==> config.mk <==
export PLATFORM = sky130hd
export DESIGN_NAME = pll_ctrl
export DESIGN_NICKNAME = d
export VERILOG_FILES = /design/src/rtl/pll_ctrl_pkg.sv /design/src/rtl/pll_ctrl_sync.sv /design/src/rtl/pll_ctrl.sv
export SDC_FILE = /design/constraint.sdc
export NUM_CORES = 1
export LEC_CHECK = 0
export ABC_CLOCK_PERIOD_IN_PS = 2000
export BUFFER_PORTS_ARGS = -buffer_cell sky130_fd_sc_hd__buf_2
export CAP_MARGIN = 20
export CORE_MARGIN = 5
export CORE_UTILIZATION = 50
export CTS_CLUSTER_DIAMETER = 120
export DETAILED_ROUTE_END_ITERATION = 7
export PLACE_DENSITY = 0.67
export SLEW_MARGIN = 20
export SYNTH_ARGS = -nofsm -noshare
export SYNTH_HDL_FRONTEND = slang
export SYNTH_SLANG_ARGS = --single-unit
==> constraint.sdc <==
create_clock -name clkin -period 2 [get_ports clkin]
set_input_delay 0.4 -clock clkin [delete_from_list [all_inputs] [get_ports clkin]]
set_output_delay 0.4 -clock clkin [all_outputs]
set_load 0.005 [all_outputs]
==> src/rtl/pll_ctrl_pkg.sv <==
// Shared state encoding and default parameter values for the PLL controller.
// max3() sizes the shared sequencing counter from the parameter set.
package pll_ctrl_pkg;

  localparam int DEF_NUM_CH       = 4;
  localparam int DEF_RST_CYCLES   = 16;
  localparam int DEF_LOCK_FILTER  = 64;
  localparam int DEF_LOCK_TIMEOUT = 4096;
  localparam int DEF_MAX_RETRY    = 3;
  localparam int DEF_STAGGER      = 8;

  typedef enum logic [2:0] {
    ST_OFF       = 3'd0,
    ST_RESET     = 3'd1,
    ST_WAIT_LOCK = 3'd2,
    ST_FILTER    = 3'd3,
    ST_RELEASE   = 3'd4,
    ST_RUN       = 3'd5,
    ST_FAIL      = 3'd6
  } pll_state_e;

  function automatic int max3(input int a, input int b, input int c);
    int m;
    m = (a > b) ? a : b;
    return (m > c) ? m : c;
  endfunction

endpackage

==> src/rtl/pll_ctrl_sync.sv <==
// Two-flop synchronizer for a single asynchronous level; adds two cycles of latency.
// Both flops clear to 0 on reset so a stale lock is never seen after reset.
module pll_ctrl_sync (
  input  logic clk_i,
  input  logic rst_n_i,
  input  logic d_i,
  output logic q_o
);

  logic meta_q;
  logic sync_q;

  always_ff @(posedge clk_i or negedge rst_n_i) begin
    if (!rst_n_i) begin
      meta_q <= 1'b0;
      sync_q <= 1'b0;
    end else begin
      meta_q <= d_i;
      sync_q <= meta_q;
    end
  end

  assign q_o = sync_q;

endmodule

==> src/rtl/pll_ctrl.sv <==
// PLL power-up/lock sequencer with lock filtering and staggered channel reset release.
// Define PLL_CTRL_WATCHDOG_EN to enable the lock timeout, retry counting and the FAIL state.
module pll_ctrl
  import pll_ctrl_pkg::*;
#(
  parameter int NUM_CH       = DEF_NUM_CH,
  parameter int RST_CYCLES   = DEF_RST_CYCLES,
  parameter int LOCK_FILTER  = DEF_LOCK_FILTER,
  parameter int LOCK_TIMEOUT = DEF_LOCK_TIMEOUT,
  parameter int MAX_RETRY    = DEF_MAX_RETRY,
  parameter int STAGGER      = DEF_STAGGER
) (
  input  logic                           clkin,
  input  logic                           rst_n,
  input  logic                           en,
  input  logic                           pll_lock,
  output logic                           pll_reset,
  output logic                           pll_pwd,
  output logic [NUM_CH-1:0]              ch_rst_n,
  output logic                           locked,
  output logic                           err,
  output logic [$clog2(MAX_RETRY+1)-1:0] retry_cnt
);

  localparam int REL_LAST = (NUM_CH - 1) * STAGGER;
  localparam int CNT_MAX  = max3(RST_CYCLES, LOCK_FILTER, REL_LAST);
  localparam int CNT_W    = $clog2(CNT_MAX + 1);

  if (NUM_CH < 1 || NUM_CH > 7 || RST_CYCLES < 1 || LOCK_FILTER < 1 ||
      LOCK_TIMEOUT < 1 || MAX_RETRY < 1 || STAGGER < 1) begin : g_param_check
    $error("pll_ctrl: parameter out of range");
  end

  pll_state_e        state_q, state_d;
  logic [CNT_W-1:0]  cnt_q, cnt_d, cnt_sat;
  logic              lock_s;
  logic              timeout;
  logic              retry_ok;

  logic              pwd_q, pwd_d;
  logic              prst_q, prst_d;
  logic [NUM_CH-1:0] ch_q, ch_d;
  logic              locked_q, locked_d;

  pll_ctrl_sync u_lock_sync (
    .clk_i   (clkin),
    .rst_n_i (rst_n),
    .d_i     (pll_lock),
    .q_o     (lock_s)
  );

  // One counter serves the reset pulse, the lock filter and the release stagger.
  assign cnt_sat = (cnt_q == CNT_W'(CNT_MAX)) ? cnt_q : cnt_q + 1'b1;

  always_comb begin
    state_d = state_q;
    cnt_d   = cnt_q;
    if (!en) begin
      state_d = ST_OFF;
      cnt_d   = '0;
    end else begin
      unique case (state_q)
        ST_OFF: begin
          state_d = ST_RESET;
          cnt_d   = '0;
        end
        ST_RESET: begin
          if (cnt_q >= CNT_W'(RST_CYCLES - 1)) begin
            state_d = ST_WAIT_LOCK;
            cnt_d   = '0;
          end else begin
            cnt_d = cnt_sat;
          end
        end
        ST_WAIT_LOCK: begin
          if (timeout) begin
            state_d = retry_ok ? ST_RESET : ST_FAIL;
            cnt_d   = '0;
          end else if (lock_s) begin
            state_d = ST_FILTER;
            cnt_d   = '0;
          end
        end
        ST_FILTER: begin
          // Timeout is checked first so a lock that only settles late still retries.
          if (timeout) begin
            state_d = retry_ok ? ST_RESET : ST_FAIL;
            cnt_d   = '0;
          end else if (!lock_s) begin
            state_d = ST_WAIT_LOCK;
            cnt_d   = '0;
          end else if (cnt_q >= CNT_W'(LOCK_FILTER - 1)) begin
            state_d = ST_RELEASE;
            cnt_d   = '0;
          end else begin
            cnt_d = cnt_sat;
          end
        end
        ST_RELEASE: begin
          if (!lock_s) begin
            state_d = ST_RESET;
            cnt_d   = '0;
          end else if (cnt_q >= CNT_W'(REL_LAST)) begin
            state_d = ST_RUN;
            cnt_d   = '0;
          end else begin
            cnt_d = cnt_sat;
          end
        end
        ST_RUN: begin
          if (!lock_s) begin
            state_d = ST_RESET;
            cnt_d   = '0;
          end
        end
        ST_FAIL: begin
          state_d = ST_FAIL;
        end
        default: begin
          state_d = ST_OFF;
          cnt_d   = '0;
        end
      endcase
    end
  end

  // Outputs are decoded from the next state so each register lines up with its state.
  always_comb begin
    pwd_d    = (state_d == ST_OFF);
    prst_d   = (state_d == ST_OFF) || (state_d == ST_RESET) || (state_d == ST_FAIL);
    locked_d = (state_d == ST_RUN);
    ch_d     = '0;
    for (int i = 0; i < NUM_CH; i++) begin
      ch_d[i] = (state_d == ST_RUN) ||
                ((state_d == ST_RELEASE) && (cnt_d >= CNT_W'(i * STAGGER)));
    end
  end

  always_ff @(posedge clkin or negedge rst_n) begin
    if (!rst_n) begin
      state_q  <= ST_OFF;
      cnt_q    <= '0;
      pwd_q    <= 1'b1;
      prst_q   <= 1'b1;
      ch_q     <= '0;
      locked_q <= 1'b0;
    end else begin
      state_q  <= state_d;
      cnt_q    <= cnt_d;
      pwd_q    <= pwd_d;
      prst_q   <= prst_d;
      ch_q     <= ch_d;
      locked_q <= locked_d;
    end
  end

  assign pll_pwd   = pwd_q;
  assign pll_reset = prst_q;
  assign ch_rst_n  = ch_q;
  assign locked    = locked_q;

`ifdef PLL_CTRL_WATCHDOG_EN
  localparam int RC_W = $clog2(MAX_RETRY + 1);
  localparam int TO_W = $clog2(LOCK_TIMEOUT + 1);

  logic [TO_W-1:0] to_q, to_d;
  logic [RC_W-1:0] retry_q, retry_d;
  logic            err_q;

  // The timeout window spans WAIT_LOCK and FILTER together; only a new RESET restarts it.
  assign timeout  = ((state_q == ST_WAIT_LOCK) || (state_q == ST_FILTER)) &&
                    (to_q >= TO_W'(LOCK_TIMEOUT - 1));
  assign retry_ok = (retry_q < RC_W'(MAX_RETRY));

  always_comb begin
    to_d = to_q;
    if ((state_d == ST_RESET) && (state_q != ST_RESET)) begin
      to_d = '0;
    end else if (((state_q == ST_WAIT_LOCK) || (state_q == ST_FILTER)) &&
                 (to_q != TO_W'(LOCK_TIMEOUT))) begin
      to_d = to_q + 1'b1;
    end
    retry_d = retry_q;
    if (!en || (state_d == ST_RUN)) begin
      retry_d = '0;
    end else if (timeout && (state_d == ST_RESET)) begin
      retry_d = retry_q + 1'b1;
    end
  end

  always_ff @(posedge clkin or negedge rst_n) begin
    if (!rst_n) begin
      to_q    <= '0;
      retry_q <= '0;
      err_q   <= 1'b0;
    end else begin
      to_q    <= to_d;
      retry_q <= retry_d;
      err_q   <= (state_d == ST_FAIL);
    end
  end

  assign err       = err_q;
  assign retry_cnt = retry_q;
`else
  assign timeout   = 1'b0;
  assign retry_ok  = 1'b1;
  assign err       = 1'b0;
  assign retry_cnt = '0;
`endif

  a_locked_all_ch: assert property (@(posedge clkin) disable iff (!rst_n)
    locked |-> (&ch_rst_n));
  a_err_safe: assert property (@(posedge clkin) disable iff (!rst_n)
    err |-> (pll_reset && !pll_pwd && (ch_rst_n == '0) && !locked));

endmodule

==> results.ini <==
[synthesis]
syn_avg_cell_area_um2=9.87
synth_xor_area_share_pct=0.814
async_flop_share_pct=100
synth_compound_area_share_pct=23.4
synth_top_area_share_pct=39.5
synth_top_family_by_area=compound AO/OA/AOI/OAI gates
syn_inst=109
synthAdderAreaFrac_pct=2.33
muxShareOfSynthArea_pct=0
ys_seq_elements=19
yosys_warnings=0
synth_edf_count=0
synth-seq-area-share_pct=44.4
yosys.area.top_type=dfrtp_1
ys_top_cells_by_area=dfrtp_1 40%, dfstp_2 4.9%, nand3_1 3.7%
synth-main-ff-cell=dfrtp_1
synth-simple-area-share_pct=23.4
synth_cell_types=42
syn_area_um2=1080

[detailed_routing]
antenna_left=0
totalWireLength_um=2290
wl_per_cell_um=14.9
drc_errors=0
drt_iter0_markers=30
firstDrtPassIters=7
route.vias.total=884
viasPerCell=5.74

[clock_tree]
htree_levels=1
hold_buffers=0
cts_sinks=19
cts-root-buf=clkbuf_4
cts_resized=0
post_cts_buffers=0
numCtsBuffers=3
clk_latency_ns=0.30
cts_tree=yes
clock_tree.buffer_depth=2
path_clk_slew_ns=0.10

[sta]
clock_skew_ns=0.00297
layout_setup_ws_ns=0.115
max_freq_mhz=530
fin_setup_tns_ns=0
setup_violations=0
drv_slew=0
hold_viol_final=0
period_share_pct=94.3
rsz0062_at_grt=false
hold_slack_ns=0.0108
min_period_ns=1.89

[placement]
globalplace.congestion=0.909
io_buffers=10
placed_cell_area_um2=1180
pre_cts_ws_ns=0.175
dp_hpwl_um=1720

[pwr]
irDropWorstVdd_mv=0.443
p_sw_uw=157
power.leakage_nw=0.575
pwr-share-seq_pct=61.7
pwr-share-clk_pct=30.2
pwr-share-comb_pct=8.1
cellInternalPower_uw=486
switching_share_pct=24.4
power_density_nw_per_um2=522

[cells_and_area]
layout_commonest_cell=dfrtp_1
nFillCells=167
finalInstanceArea_um2=1230
final_cell_mix=17 x dfrtp_1, 10 x nand2_1, 10 x buf_2
nets=134
multi_input_area_um2=568
area_growth_pct=14.4
drive_above_1_share_pct=24.4
seqCellArea_um2=478
diodes=0

[critical_path]
crit_required_ns=2.22
worstSetupStartpointType=flip-flop
crit_type=flip-flop to flip-flop
r2r-end=ch_rst_n[1]
r2r_slack_ns=0.11
end_kind=flip-flop
worstPathArrival_ns=2.11
cp_max_fo=8
startpoint=state_q[0]
critical_path.endpoint=ch_rst_n[1]
worstReg2RegStart=state_q[0]
rr_worst_depth=5

[global_route]
antenna_found_initial=0
grt_pass1_wl_um=3640
grt_usage_pct=14.8
grt_pass1_vias=777
grt_max_degree=20
gr-total-overflow=0

[die]
io_pins=14
die_w_um=56.4
start_util_pct=53.8
chipHeight_um=56.4
die-area_um2=3180
core.rowCount=16
coreArea_um2=2000

[hold_path]
hold_path_class=input port to async pin

[outcome]
status=complete, no violations

[job]
max_cap_viol_count=0

-- synthesized netlist by cell type (all sizes together), types with 3 or more instances --
cell,n
nand3,8
nor2b,3
a21oi,8
nand2,10
inv,8
a31oi,3
buf,4
o21ai,4
nor2,7
dfrtp,17
-- logic make-up after synthesis --
family,after synthesis
compound gates,32
xor+xnor,1
buf+inv,12
other cells,1
fa+ha+maj,2
flops,19
simple gates,42
-- worst max-delay path: stages (launching register included) --
cell and delay, ns:
dfrtp_1 0.49, nor4b_4 0.39, a31oi_4 0.18, a2111oi_4 0.41
o31ai_1 0.16, a41oi_1 0.17
-- power groups by stage --
stage	Combinational [mW]	Clock [mW]	Sequential, mW
after floorplan	0.0314	0	0.403
after global placement	0.0496	0	0.403
final	0.0520	0.195	0.397
after detailed placement	0.0490	0	0.404
after CTS	0.0492	0.200	0.396
after global routing	0.0587	0.209	0.398
-- flip-flops by register name (all words and copies together) (netlist names) --
| name | flops |
|---|---|
| cnt_q | 7 |
| ch_rst_n | 4 |
| state_q | 3 |
| locked | 1 |
| pll_pwd | 1 |
| pll_reset | 1 |
| u_lock_sync.meta_q | 1 |
| u_lock_sync.q_o | 1 |
-- worst min-delay path by stage --
| stage | from | to | cells after the start |
|---|---|---|---|
| finish | rst_n | state_q[0] | 1 |
| global route | rst_n | cnt_q[6] | 1 |
| CTS | rst_n | state_q[0] | 1 |
| detailed placement | u_lock_sync.meta_q | u_lock_sync.q_o | 0 |
| global placement | u_lock_sync.meta_q | u_lock_sync.q_o | 0 |
| floorplan | rst_n | ch_rst_n[0] | 0 |
-- routing by layer --
layer,part of all wire [%],up-vias,global-route usage [%]
met5,0,-,0
met4,3.4,0,6.44
met3,6.7,13,3.90
met2,45,33,22.9
met1,45,407,19.4
li1,-,431,-
-- stage by stage --
step / utilization (%) / std cells / power (mW)
6_report: 61.5 / 154 / 0.643
2_1_floorplan: - / 111 / 0.434
3_5_place_dp: 59.2 / 150 / 0.453
5_1_grt: 61.5 / 154 / 0.666
4_1_cts: 60.5 / 154 / 0.645
3_3_place_gp: 59.2 / 150 / 0.453
-- final cells by class --
class	count	area share, %
Clock buffer	4	2.13
Sequential cell	19	38.8
Timing Repair Buffer	16	7.72
Multi-Input combinational cell	80	46.1
Inverter	8	2.44
Tap cell	27	2.74
Power figures use the tool's default switching activity.
